<file path="config.mk">
export PLATFORM = sky130hd
export DESIGN_NAME = split_assign_driver
export DESIGN_NICKNAME = d
export VERILOG_FILES = /design/src/rtl/split_assign_driver.sv
export SDC_FILE = /design/constraint.sdc
export NUM_CORES = 1
export LEC_CHECK = 0
export CORE_MARGIN = 1
export CORE_UTILIZATION = 40
export CTS_BUF_LIST = sky130_fd_sc_hd__clkbuf_8
export DETAILED_ROUTE_END_ITERATION = 10
export GPL_ROUTABILITY_DRIVEN = 0
export PLACE_DENSITY_LB_ADDON = 0.12
export SLEW_MARGIN = 20
export SYNTH_ARGS = -nofsm -noshare
export SYNTH_HDL_FRONTEND = slang
export SYNTH_SLANG_ARGS = --single-unit
</file>
<file path="constraint.sdc">
create_clock -name clk -period 1.8 [get_ports clk]
set_input_delay 0.27 -clock clk [delete_from_list [all_inputs] [get_ports clk]]
set_output_delay 0.27 -clock clk [all_outputs]
set_load 0.01 [all_outputs]
</file>
<file path="src/rtl/split_assign_driver.sv">
// Loads a packed assignment vector word by word, lets the split checker settle, returns its verdict.
// Optional SPLIT_DRV_STATS_EN adds saturating result and pass counters.
module split_assign_driver #(
   parameter int VEC_W   = 551,
   parameter int WORD_W  = 32,
   parameter int CHK_LAT = 1,
   parameter int TAG_W   = 16
) (
   input  logic                clk,
   input  logic                rst_n,
   input  logic                in_valid,
   output logic                in_ready,
   input  logic [WORD_W-1:0]   in_data,
   output logic [VEC_W-1:0]    asg_vec,
   input  logic                chk_x,
   output logic                res_valid,
   input  logic                res_ready,
   output logic                res_pass,
   output logic [TAG_W-1:0]    res_tag
`ifdef SPLIT_DRV_STATS_EN
  ,output logic [31:0]         stat_total,
   output logic [31:0]         stat_pass
`endif
);

   localparam int NW      = (VEC_W + WORD_W - 1) / WORD_W;
   localparam int WCNT_W  = (NW > 1) ? $clog2(NW) : 1;
   localparam int LAST_LO = (NW - 1) * WORD_W;
   localparam int LAST_W  = VEC_W - LAST_LO;
   localparam logic [WCNT_W-1:0] LAST_IDX  = WCNT_W'(NW - 1);
   localparam logic [3:0]        SCNT_INIT = 4'(CHK_LAT);

   typedef enum logic [1:0] {
      S_LOAD,
      S_SETTLE,
      S_REPORT
   } state_t;

   state_t            state, state_nxt;
   logic [WCNT_W-1:0] wcnt;
   logic [3:0]        scnt;
   logic              ld_hs;
   logic              last_word;
   logic              settle_done;
   logic              res_hs;
   logic [VEC_W-1:0]  asg_nxt;

   function automatic logic [31:0] sat_inc(input logic [31:0] v);
      return (v == 32'hFFFF_FFFF) ? v : v + 32'd1;
   endfunction

   always_ff @(posedge clk or negedge rst_n) begin
      if (!rst_n) state <= S_LOAD;
      else        state <= state_nxt;
   end

   always_comb begin
      state_nxt   = state;
      ld_hs       = 1'b0;
      last_word   = 1'b0;
      settle_done = 1'b0;
      res_hs      = 1'b0;
      case (state)
         S_LOAD: begin
            ld_hs     = in_valid;
            last_word = in_valid && (wcnt == LAST_IDX);
            if (last_word) state_nxt = S_SETTLE;
         end
         S_SETTLE: begin
            settle_done = (scnt == 4'd0);
            if (settle_done) state_nxt = S_REPORT;
         end
         S_REPORT: begin
            res_hs = res_ready;
            if (res_hs) state_nxt = S_LOAD;
         end
         default: state_nxt = S_LOAD;
      endcase
   end

   assign in_ready = (state == S_LOAD);

   // Bits of the final word beyond VEC_W are dropped rather than wrapped.
   always_comb begin
      asg_nxt = asg_vec;
      for (int k = 0; k < NW - 1; k++) begin
         if (wcnt == WCNT_W'(k)) asg_nxt[k*WORD_W +: WORD_W] = in_data;
      end
      if (wcnt == LAST_IDX) asg_nxt[VEC_W-1:LAST_LO] = in_data[LAST_W-1:0];
   end

   always_ff @(posedge clk or negedge rst_n) begin
      if (!rst_n) begin
         wcnt      <= '0;
         scnt      <= '0;
         asg_vec   <= '0;
         res_valid <= 1'b0;
         res_pass  <= 1'b0;
         res_tag   <= '0;
      end else begin
         if (ld_hs) begin
            asg_vec <= asg_nxt;
            wcnt    <= last_word ? '0 : wcnt + 1'b1;
         end
         if (last_word)
            scnt <= SCNT_INIT;
         else if (state == S_SETTLE && !settle_done)
            scnt <= scnt - 4'd1;
         if (settle_done) begin
            res_valid <= 1'b1;
            res_pass  <= chk_x;
         end else if (res_hs) begin
            res_valid <= 1'b0;
            res_tag   <= res_tag + 1'b1;
         end
      end
   end

`ifdef SPLIT_DRV_STATS_EN
   always_ff @(posedge clk or negedge rst_n) begin
      if (!rst_n) begin
         stat_total <= '0;
         stat_pass  <= '0;
      end else if (res_hs) begin
         stat_total <= sat_inc(stat_total);
         if (res_pass) stat_pass <= sat_inc(stat_pass);
      end
   end
`endif

endmodule

</file>
==> flow_metrics.env, run 1 <==
export IMPL_ios=607
export IMPL_status="finished with violations"
export IMPL_cp_top_family="buffers and inverters"
export IMPL_initial_core_util_pct=40.7
export IMPL_reg2regPathDepth=9
export IMPL_yosysWarnings=0
export IMPL_grt_first_pass_wirelength_mm=111
export IMPL_synthCells=1345
export IMPL_max_cap_viol_count=0
export IMPL_hp_class="in -> async"
export IMPL_path_cells="nor3_4, buf_6, nand3_2, buf_6, buf_6, nor2_4, buf_4, buf_12, mux2_2"
export IMPL_rows=85
export IMPL_drt_pass1_iter_count=4
export IMPL_fmaxAchievable_ghz=0.491
export IMPL_totalWireLength_mm=76.8
export IMPL_fin_skew_ns=0.0169
export IMPL_crit_buf_inv=5
export IMPL_slowest_delay_ns=0.41
export IMPL_wire_per_inst_um=26.4
export IMPL_min_period_ns=2.03
export IMPL_synth_area_leader_cell="dfrtp_1"
export IMPL_relSlewSlack_pct=69.2
export IMPL_nets=2178
export IMPL_syn_nets=1390
export IMPL_fp_dieH_um=236
export IMPL_crit_path_start_kind="flop"
export IMPL_synth_area_leaders="dfrtp_1 (66%), mux2_2 (27%), mux2_1 (1.3%), buf_2 (1.1%), clkbuf_1 (0.63%)"
export IMPL_async_flop_share_pct=100
export IMPL_synth_top_area_share_pct=66.1
export IMPL_path_clk_slew_ns=0.06
export IMPL_yosysMostFrequentCell="dfrtp_1"
export IMPL_hold_violations=0
export IMPL_worst_slew_pin_slew_ns=0.461
export IMPL_num_vias=14815
export IMPL_die_w_um=236
export IMPL_grt_ovfl_total=0
export IMPL_ant_nets=0
export IMPL_core_area_um2=54000
export IMPL_period_share_pct=113
export IMPL_cts_max_level=3
export IMPL_r2r_slack_ns=-0.23
export IMPL_worstPathMaxFanout=11
export IMPL_drc=0
export IMPL_clkSinkCount=580
export IMPL_grt_max_degree=72
export IMPL_arrival_ns=2.59
export IMPL_area_delta_synth_final_pct=50.7
export IMPL_synth_cell_types=34
export IMPL_p_total_mw=55.3
export IMPL_ys_ff_latch=580
export IMPL_clock_path_buffers=3
export IMPL_numCtsBuffers=97
export IMPL_avgSynthCellArea_um2=16.3
export IMPL_fin_ws_ns=-0.235
export IMPL_r2r_start="wcnt[4]"
export IMPL_required_ns=2.35
export IMPL_slew_violations=0
export IMPL_antenna_found_initial=1
export IMPL_synth_common_cells="dfrtp_1 (580), mux2_2 (528), buf_2 (50)"
export IMPL_cts_root_buf="clkbuf_8"
export IMPL_setup_viol=459
export IMPL_cp_end_kind="flop"
export IMPL_track_usage_pct=27.2
export IMPL_violations="negative setup slack"
export IMPL_syn_area_um2=22000
export IMPL_ys_seq_area_share_pct=66.1
export IMPL_peakVddDrop_mv=0.930
export IMPL_via_per_inst=5.09
export IMPL_clk_latency_ns=0.68
export IMPL_cp_slowest_cell="dfrtp_1"
export IMPL_cts_tree="done"
export IMPL_die_area_um2=55900
export IMPL_power_leakage_nw=17.1
export IMPL_tns_ns=-34.12
export IMPL_crit_path_frequent_cell="buf_6"
export IMPL_grt_pass1_vias=15768
export IMPL_hpwlAfterDp_mm=49.2
export IMPL_drive_above_1_share_pct=40.0
export IMPL_synth_edff_count=0
export IMPL_ys_flop_type="dfrtp_1"
export IMPL_worstSetupPathType="reg -> reg"
export IMPL_pre_cts_slack_ns=-0.355
export IMPL_drt_iter0_drc=565
export IMPL_io_buffer_count=606
export IMPL_rsz0062_at_grt="yes"
export IMPL_r2r_end="asg_vec[408]"
export IMPL_powerDensity_nw_per_um2=1670
per-stage QoR:
stage | instance area, um2 | util [%] | hold slack [ns] | instances
final | 33100 | 61.3 | 0.0975 | 2912
after global routing | 33100 | 61.3 | 0.0625 | 2912
after CTS | 32900 | 60.8 | 0.0502 | 2903
after detailed placement | 29800 | 55.1 | 0.190 | 2665
after global placement | 29800 | 55.1 | 0.184 | 2665
after floorplan | 22000 | - | -0.0256 | 1345
worst register-to-register path, delay by kind of cell (launching register included):
family                 cells  cell delay (ns)
multiplexers               1             0.37
flip-flops                 1             0.41
buffers and inverters      5             0.68
AND/OR/NAND/NOR            3             0.44
worst max-delay path by stage:
stage	from	endpoint	slack (ns)	depth (start not counted)
finish	wcnt[4]	asg_vec[408]	-0.23	9
floorplan	wcnt[0]	asg_vec[491]	-0.02	7
detailed placement	in_valid	asg_vec[506]	-0.35	6
global placement	in_valid	asg_vec[489]	-0.31	6
CTS	state[0]	asg_vec[408]	-0.23	9
global route	wcnt[4]	asg_vec[408]	-0.28	9
where the power goes:
| part | internal [mW] | leakage (nW) | switching, mW |
|---|---|---|---|
| Sequential | 18.6 | 7.35 | 2.88 |
| Clock | 6.34 | 1.17 | 5.36 |
| Combinational | 12.0 | 8.54 | 10.2 |
| Total | 36.9 | 17.1 | 18.4 |
what timing repair did:
item | CTS | global route
setup endpoints to repair | 789 | 518
hold endpoints to repair | 439 | 0
buffers inserted | 34 | 7
gates resized for setup | 791 | 31
cloned | 23 | 8
pin swaps | 7 | 9
hold buffers | 1 | 0
layout by cell type, fill, tap and decap left out, drive strengths merged, types with 4 or more instances in the layout:
master	instances
clkdlybuf4s50	35
nand4	7
ha	8
clkinv	15
clkbuf	135
xnor2	7
xor2	11
nand2b	4
o21ai	6
buf	165
and3	6
nand2	15
nand3	14
inv	43
mux2	553
nor2	18
dfrtp	580
dlygate4sd2	568
metal layers:
metal  share of wire [%]  global-route usage, %  up-vias
met5                   0                      0        -
met4                 3.1                   8.84        0
met3                 8.0                   9.48      120
met2                  47                   43.9      522
met1                  42                   34.2     7849
li1                    -                      -     6324
sequential cells by signal, indices dropped and copies added, names as in the netlist:
name and count:
asg_vec 551, res_tag 16, wcnt 5, scnt 4, state 2, res_pass 1
res_valid 1
final cells by class:
type	instances	area, um2
fillers	4359	20900
inverters	7	26.3
clock buffers	128	1760
multi-input cells	670	7770
flip-flops and latches	580	14500
diodes	1	2.50
repair buffers	777	7920
well taps	696	871
clock inverters	53	225
logic make-up after synthesis:
logic type      share of synthesized area, %
fa+ha+maj                              0.456
flops                                   66.1
buf+inv                                 1.93
xor+xnor                               0.718
compound gates                         0.291
mux                                     28.3
simple gates                            2.20
(Power assumes the default switching activity.)
==> run 2: changes to the inputs <==
--- a/config.mk
+++ b/config.mk
@@ -11,7 +11,7 @@
 export DETAILED_ROUTE_END_ITERATION = 10
 export GPL_ROUTABILITY_DRIVEN = 0
 export PLACE_DENSITY_LB_ADDON = 0.12
-export SLEW_MARGIN = 20
+export SLEW_MARGIN = 0
 export SYNTH_ARGS = -nofsm -noshare
 export SYNTH_HDL_FRONTEND = slang
 export SYNTH_SLANG_ARGS = --single-unit
==> constraint.sdc (replaced) <==
create_clock -name clk -period 1.7 [get_ports clk]
set_input_delay 0.255 -clock clk [delete_from_list [all_inputs] [get_ports clk]]
set_output_delay 0.255 -clock clk [all_outputs]
set_load 0.01 [all_outputs]
==> flow_metrics.env, run 2 (synthesis results as in run 1) <==
export IMPL_numCtsBuffers=98
export IMPL_hold_violations=0
export IMPL_n_fill_cell=4255
export IMPL_ant_nets=0
export IMPL_tns_ns=-65.82
export IMPL_powerDensity_nw_per_um2=1780
export IMPL_wire_per_inst_um=26.3
export IMPL_cts_root_buf="clkbuf_8"
export IMPL_totalWireLength_mm=76.8
export IMPL_worstSetupPathType="reg -> reg"
export IMPL_cts_max_level=3
export IMPL_clkSinkCount=580
export IMPL_rsz0062_at_grt="yes"
export IMPL_setup_viol=481
export IMPL_path_clk_slew_ns=0.06
export IMPL_drc=0
export IMPL_drt_pass1_iter_count=6
export IMPL_regMostFlops="asg_vec"
export IMPL_worstPathMaxFanout=6
export IMPL_worst_slew_pin_slew_ns=0.537
export IMPL_track_usage_pct=25.7
export IMPL_peakVddDrop_mv=1.13
export IMPL_largest_register_ffs=551
export IMPL_die_area_um2=55900
export IMPL_violations="negative setup slack"
export IMPL_power_leakage_nw=17.4
export IMPL_cp_end_kind="flop"
export IMPL_drive_above_1_share_pct=40.9
export IMPL_io_buffer_count=606
export IMPL_ios=607
export IMPL_min_period_ns=1.97
export IMPL_hp_class="in -> reg"
export IMPL_nets=2187
export IMPL_num_vias=14794
export IMPL_pre_cts_slack_ns=-0.342
export IMPL_cts_tree="done"
export IMPL_grt_pass1_vias=15513
export IMPL_crit_path_start_kind="flop"
export IMPL_core_area_um2=54000
export IMPL_initial_core_util_pct=40.7
export IMPL_layout_commonest_cell="dfrtp_1"
export IMPL_relSlewSlack_pct=64.2
export IMPL_grt_max_degree=91
export IMPL_rows=85
export IMPL_top_regs="asg_vec: 551 flops, res_tag: 16 flops, wcnt: 5 flops"
export IMPL_slew_violations=0
export IMPL_fin_skew_ns=0.0286
export IMPL_period_share_pct=116
export IMPL_clock_path_buffers=3
export IMPL_max_cap_viol_count=0
export IMPL_required_ns=2.24
export IMPL_mostFrequentLayoutCells="dfrtp_1 (573), dlygate4sd2_1 (493), mux2_2 (312)"
export IMPL_area_delta_synth_final_pct=52.6
export IMPL_finalCoreUtilization_pct=62.0
export IMPL_drt_iter0_drc=581
export IMPL_place_area_um2=29900
export IMPL_grt_first_pass_wirelength_mm=106
export IMPL_via_per_inst=5.06
export IMPL_fin_ws_ns=-0.269
export IMPL_arrival_ns=2.51
export IMPL_fp_dieH_um=236
export IMPL_fin_area_um2=33500
export IMPL_grt_ovfl_total=0
export IMPL_clk_latency_ns=0.67
export IMPL_antenna_found_initial=2
export IMPL_hold_slack_ns=0.202
export IMPL_status="finished with violations"
export IMPL_fmaxAchievable_ghz=0.508
export IMPL_die_w_um=236
export IMPL_hpwlAfterDp_mm=49.4
## run 2: cell count changes in the layout (fill, tap and decap cells not counted), sizes merged
| cell | change |
|---|---|
| dlygate4sd2 | -75 |
| clkdlybuf4s15 | +47 |
| dlymetal6s2s | +27 |
| clkbuf | +19 |
| clkinv | -9 |
| buf | -8 |
| inv | +5 |
| diode | +2 |
| dlygate4sd3 | +2 |
| bufinv | +1 |
| clkinvlp | -1 |
## run 2: power breakdown
part           switching [mW]  internal, mW  total [mW]
sequential               3.11          19.7        22.8
clock                    5.73          7.06        12.8
combinational            10.9          13.2        24.0
total                    19.7          39.9        59.6
## run 2: metrics by stage
stage | power (mW) | cells
2_1_floorplan | 32.1 | 1345
3_3_place_gp | 47.9 | 2677
3_5_place_dp | 48.4 | 2677
4_1_cts | 57.8 | 2878
5_1_grt | 62.5 | 2921
6_report | 59.6 | 2922
## run 2: worst max-delay path: stages (launching register included)
cell       delay (ns)
dfrtp_2          0.44
nor3_4           0.23
nand3_2          0.10
buf_6            0.15
nor3_4           0.22
buf_12           0.19
clkbuf_16        0.19
mux2_4           0.30
## run 2: metal layers
metal,GRT usage (%),share of wire [%],vias to the layer above
met5,0,0,-
met4,9.27,3.2,0
met3,8.41,8.2,125
met2,42.3,48,530
met1,31.4,41,7792
li1,-,-,6347
## run 2: path summary, 6_finish.rpt
| path | from | cells past startpoint | endpoint | slack [ns] |
|---|---|---|---|---|
| worst max register to register | state[1] | 7 | asg_vec[108] | -0.27 |
| min in group asynchronous | rst_n | 3 | res_valid | 0.28 |
| worst min register to register | res_tag[15] | 1 | res_tag[15] | 0.48 |
| worst max-delay path | state[1] | 7 | asg_vec[108] | -0.27 |
| worst min-delay path | chk_x | 2 | res_pass | 0.20 |
| max in group asynchronous | rst_n | 3 | asg_vec[32] | 0.53 |
## run 2: final cells by class
cell class | count | area [um2] | share of cell area (%)
inverters | 7 | 26.3 | 0.0784
multi-input cells | 670 | 8030 | 24.0
diodes | 3 | 7.51 | 0.0224
clock buffers | 132 | 1820 | 5.42
well taps | 696 | 871 | 2.60
repair buffers | 785 | 8010 | 23.9
clock inverters | 49 | 239 | 0.713
flip-flops and latches | 580 | 14500 | 43.3
## run 2: repair_timing
item | in CTS | in global routing
resized for setup | 648 | 289
endpoints found under the setup margin | 1117 | 589
gates cloned | 3 | 28
pin swaps | 5 | 12
setup buffers | 14 | 16
hold buffers | 3 | 0
hold endpoints to repair | 580 | 0
